--- src/rtl/segment_scan_ctrl.sv ---
// Eight-digit multiplexed seven-segment scanner with a debounced mode-select button.
// Optional macro SEG_BLANK_LEADING_ZERO_EN blanks leading zero digits (digit 0 always shown).
`timescale 1ns/1ps
module segment_scan_ctrl #(
  parameter int SCAN_DIV        = 100000,
  parameter int DEBOUNCE_CYCLES = 2000000
) (
  input  logic        clk,
  input  logic        rst,
  input  logic        btn_mode,
  input  logic [31:0] seg_num,
  output logic [2:0]  mode,
  output logic [7:0]  an,
  output logic [6:0]  seg,
  output logic        dp,
  output logic        frame_tick
);

  localparam int DIV_W = $clog2(SCAN_DIV);
  localparam int DB_W  = $clog2(DEBOUNCE_CYCLES);
  localparam logic [DIV_W-1:0] DIV_LAST = DIV_W'(SCAN_DIV - 1);
  localparam logic [DB_W-1:0]  DB_LAST  = DB_W'(DEBOUNCE_CYCLES - 1);

  logic             sync1_q, sync1_d;
  logic             sync2_q, sync2_d;
  logic             acc_q, acc_d;
  logic [DB_W-1:0]  db_cnt_q, db_cnt_d;
  logic [2:0]       mode_q, mode_d;
  logic [DIV_W-1:0] div_q, div_d;
  logic [2:0]       idx_q, idx_d;
  logic [31:0]      snap_q, snap_d;
  logic [7:0]       an_q, an_d;
  logic [6:0]       seg_q, seg_d;
  logic             frame_tick_q, frame_tick_d;
  logic             div_wrap;
  logic             frame_wrap;
  logic [3:0]       nibble;

  function automatic logic [6:0] hex_decode(input logic [3:0] v);
    logic [6:0] r;
    case (v)
      4'h0: r = 7'h40;
      4'h1: r = 7'h79;
      4'h2: r = 7'h24;
      4'h3: r = 7'h30;
      4'h4: r = 7'h19;
      4'h5: r = 7'h12;
      4'h6: r = 7'h02;
      4'h7: r = 7'h78;
      4'h8: r = 7'h00;
      4'h9: r = 7'h10;
      4'hA: r = 7'h08;
      4'hB: r = 7'h03;
      4'hC: r = 7'h46;
      4'hD: r = 7'h21;
      4'hE: r = 7'h06;
      default: r = 7'h0E;
    endcase
    return r;
  endfunction

  always_comb begin
    sync1_d  = btn_mode;
    sync2_d  = sync1_q;
    acc_d    = acc_q;
    db_cnt_d = '0;
    mode_d   = mode_q;
    // Counter only runs while the synchronized level disagrees with the accepted one.
    if (sync2_q != acc_q) begin
      if (db_cnt_q == DB_LAST) begin
        acc_d    = sync2_q;
        db_cnt_d = '0;
      end else begin
        db_cnt_d = db_cnt_q + 1'b1;
      end
    end
    if (acc_d && !acc_q) begin
      mode_d = (mode_q >= 3'd4) ? 3'd0 : mode_q + 3'd1;
    end
  end

  always_comb begin
    div_wrap     = (div_q == DIV_LAST);
    frame_wrap   = div_wrap && (idx_q == 3'd7);
    div_d        = div_wrap ? '0 : div_q + 1'b1;
    idx_d        = idx_q + {2'b00, div_wrap};
    snap_d       = frame_wrap ? seg_num : snap_q;
    frame_tick_d = frame_wrap;
    an_d         = ~(8'b0000_0001 << idx_q);
    nibble       = snap_q[{idx_q, 2'b00} +: 4];
    seg_d        = hex_decode(nibble);
`ifdef SEG_BLANK_LEADING_ZERO_EN
    if ((idx_q != 3'd0) && ((snap_q >> {idx_q, 2'b00}) == 32'd0)) begin
      seg_d = 7'h7F;
    end
`endif
  end

  always_ff @(posedge clk) begin
    if (rst) begin
      sync1_q      <= 1'b0;
      sync2_q      <= 1'b0;
      acc_q        <= 1'b0;
      db_cnt_q     <= '0;
      mode_q       <= 3'd0;
      div_q        <= '0;
      idx_q        <= 3'd0;
      snap_q       <= 32'd0;
      an_q         <= 8'hFF;
      seg_q        <= 7'h7F;
      frame_tick_q <= 1'b0;
    end else begin
      sync1_q      <= sync1_d;
      sync2_q      <= sync2_d;
      acc_q        <= acc_d;
      db_cnt_q     <= db_cnt_d;
      mode_q       <= mode_d;
      div_q        <= div_d;
      idx_q        <= idx_d;
      snap_q       <= snap_d;
      an_q         <= an_d;
      seg_q        <= seg_d;
      frame_tick_q <= frame_tick_d;
    end
  end

  assign mode       = mode_q;
  assign an         = an_q;
  assign seg        = seg_q;
  assign dp         = 1'b1;
  assign frame_tick = frame_tick_q;

endmodule

--- config.mk ---
export PLATFORM = sky130hd
export DESIGN_NAME = segment_scan_ctrl
export DESIGN_NICKNAME = d
export VERILOG_FILES = /design/src/rtl/segment_scan_ctrl.sv
export SDC_FILE = /design/constraint.sdc
export NUM_CORES = 1
export LEC_CHECK = 0
export BUFFER_PORTS_ARGS = -buffer_cell sky130_fd_sc_hd__buf_2
export CORE_UTILIZATION = 57
export DETAILED_ROUTE_END_ITERATION = 8
export PLACE_DENSITY_LB_ADDON = 0.05
export SYNTH_ARGS = -nofsm -noshare
export SYNTH_HDL_FRONTEND = slang
export SYNTH_SLANG_ARGS = --single-unit
--- constraint.sdc ---
create_clock -name clk -period 2.54 [get_ports clk]
set_input_delay 0 -clock clk [delete_from_list [all_inputs] [get_ports clk]]
set_output_delay 0 -clock clk [all_outputs]
set_load 0.05 [all_outputs]
==> results.toml <==
[timing]
worst_pin_slew_ps = 578.7
max_freq_mhz = 433.4
rsz0062_at_grt = "false"
report.final.slew_viol_count = 0
setup_violations = 0
period_minus_slack_ps = 2307
period_share_pct = 90.83
fin_setup_tns_ps = 0
slew_headroom_pct = 61.37
finClkSkew_ps = 8.946
hold_viol_final = 0

[routing]
post-route-drc-count = 0
wl_per_cell_um = 13.16
num_vias = 3395
ant_nets = 0
drt_wl_total_um = 8659
vias_per_cell = 5.160
drtIter0Drc = 123
dr.pass1.iters = 5

[cts]
cts_inserted_buffers = 9
clockRootBuffer = "clkbuf_8"
hold_buffers = 35
cts_sinks = 95
htreeDepth = 3
postCtsSetupRepairBufs = 0
cts_tree = "yes"
cts_buffer_depth = 2
clk_pin_slew_ps = 90
cts_resized = 0
clock_latency_ps = 360

[pwr]
p_clk_share_pct = 37.1
irDropWorstVdd_uv = 369.6
p_int_uw = 2025
pwr-share-comb_pct = 5.4
switchingPower_uw = 588.7
leakagePower_uw = 0.001854
swShare_pct = 22.53
powerDensity_mw_per_mm2 = 518.4
seq_power_share_pct = 57.6

[logic_synthesis]
yosysSeqAreaShare_pct = 45.00
async_flop_share_pct = 0
synth_top_area_share_pct = 45.00
synth_edf_count = 0
ys_top_cells_by_count = "95 x dfxtp_1, 77 x nand2_1, 55 x nor2_1"
synthFlopType = "dfxtp_1"
yosys.cell_count.top_type = "dfxtp_1"
synth.cell_area_sq_mm = 0.004227
synth.top_cells.by_area = "dfxtp_1 45%, nand2_1 6.8%, nor2_1 4.9%, a21oi_1 4.3%, mux2i_1 4.3%"
syn_inst = 473
ys_ff_latch = 95
syn_area_per_cell_sq_um = 8.936
synth_fp_nets = 519
ys_types = 49
yosysTopAreaCell = "dfxtp_1"
ys_warn_count = 0

[setup_path]
cp_num_buf_inv = 1
cpMaxStageDelayCell = "dfxtp_1"
arrival_ps = 2540
cp_top_family = "flip-flops"
start_kind = "register"
cp_common_cell = "nor4_1"
end_kind = "register"
required_ps = 2770
worst_path_largest_cell_delay_ps = 690
cp_cell_sequence = "nand2_1, a2bb2oi_1, o211ai_1, inv_1, ha_1, nor4_1, nor4_1"
cp_max_fo = 14
critPathKind = "reg -> reg"

[global_routing]
grt_pass1_wl_um = 14460
track_usage_pct = 24.03
antenna_found_initial = 0
grt_pass1_vias = 3113
grt-ovfl-total = 0
grt_max_degree = 51

[layout]
fin_cells = 658
area.growth.synth_to_final_pct = 19.27
drive_above_1_share_pct = 17.17
antennaDiodeCount = 0
num-fill-cells = 616
nets = 601

[floorplanning]
io_pins = 55
design.die.area_sq_mm = 0.007763
fp.dieW_um = 88.11
num_rows = 31
fp.dieH_um = 88.11
core_sq_mm = 0.007214
start_util_pct = 58.58

[placed_design]
place_inst = 608
gp_congestion = 0.8159
port_buffers = 53
dp_hpwl_um = 5781

[job]
maxCapViolations = 0

[min_path]
hp-class = "in -> reg"

[run_status]
outcome = "complete, no violations"
-- worst register-to-register path: cells and delay by family, from the launching register on --
family          cells  cell delay, ps
buf+inv             1             130
flops               1             690
fa+ha+maj           1             270
compound gates      2             600
simple gates        3             500
-- flip-flops by register name, indices dropped and copies added (netlist names) --
name / cells
snap_q: 32
db_cnt_q: 21
div_q: 17
an: 8
seg: 7
idx_q: 3
mode: 3
acc_q: 1
frame_tick: 1
sync1_q: 1
sync2_q: 1
-- cells by family (layout without fill, tap and decap cells) --
logic type	after synthesis	in the layout	synth area share, %
AND/OR/NAND/NOR	217	217	25.13
flip-flops	95	95	45.00
AO/OA/AOI/OAI	58	58	8.437
buffers and inverters	36	122	5.210
XOR/XNOR	33	33	6.838
multiplexers	22	22	6.039
adder cells (fa/ha/maj)	11	11	3.256
other	1	1	0.08872
-- layout by cell type (no fill, tap or decap), drive strengths merged, types with 2 or more instances in the layout --
master	netlist	layout
nor4b	2	2
nand3	17	17
inv	12	13
clkinvlp	0	2
nor4bb	3	3
nor4	9	9
o21ai	6	6
and4	3	3
buf	17	60
mux2	2	2
dfxtp	95	95
nand3b	2	2
and3	7	7
xnor2	17	17
ha	11	11
and2	4	4
mux4	2	2
nor2	55	55
nand4	8	8
nand2b	3	3
mux2i	18	18
nor3	4	4
a21oi	36	36
dlygate4sd3	0	35
clkbuf	7	9
xor2	16	16
clkinv	0	2
a31oi	7	7
nor2b	7	7
a22oi	3	3
nand2	86	86
or3	3	3
-- through the flow --
stage          hold slack (ps)  util (%)  total power, uW  setup slack, ps  area, sq um
2_1_floorplan            128.2         -             1599            393.9         4227
3_3_place_gp             244.8     62.31             1636            366.9         4496
3_5_place_dp             234.0     62.31             1636            271.7         4496
4_1_cts                  404.5     69.88             2645            252.8         5041
5_1_grt                  432.6     69.88             2718            3.732         5041
6_report                 429.6     69.88             2613            232.9         5041
-- cell type report --
| type | count | area (sq um) | share of cell area [%] |
|---|---|---|---|
| inverters | 12 | 45.04 | 0.8935 |
| multi-input cells | 342 | 2107 | 41.80 |
| clock buffers | 9 | 123.9 | 2.457 |
| clock inverters | 6 | 71.32 | 1.415 |
| well taps | 99 | 123.9 | 2.457 |
| repair buffers | 95 | 668.1 | 13.25 |
| flip-flops and latches | 95 | 1902 | 37.73 |
-- power groups by stage --
stage / Combinational, uW / Clock (uW) / Sequential (uW)
after CTS: 137 / 1000 / 1510
final: 140 / 969 / 1500
after detailed placement: 96.0 / 0 / 1540
after global placement: 96.0 / 0 / 1540
after floorplan: 37.9 / 0 / 1560
after global routing: 152 / 1060 / 1510
-- path summary, 6_finish.rpt --
path	from	endpoint	slack, ps	cells past startpoint
worst max-delay path	idx_q[1]	seg[0]	230	7
worst min register to register	div_q[0]	div_q[0]	450	1
worst max register to register	idx_q[1]	seg[0]	230	7
worst min-delay path	seg_num[21]	snap_q[21]	430	4
-- per-layer routing --
metal	global-route usage (%)	wire (um)	vias up
li1	-	-	1756
met1	32.94	4304	1552
met2	36.86	3863	75
met3	5.184	343	12
met4	9.824	146	0
met5	0	0	-
Note: power is estimated with default switching activity, not from simulation.
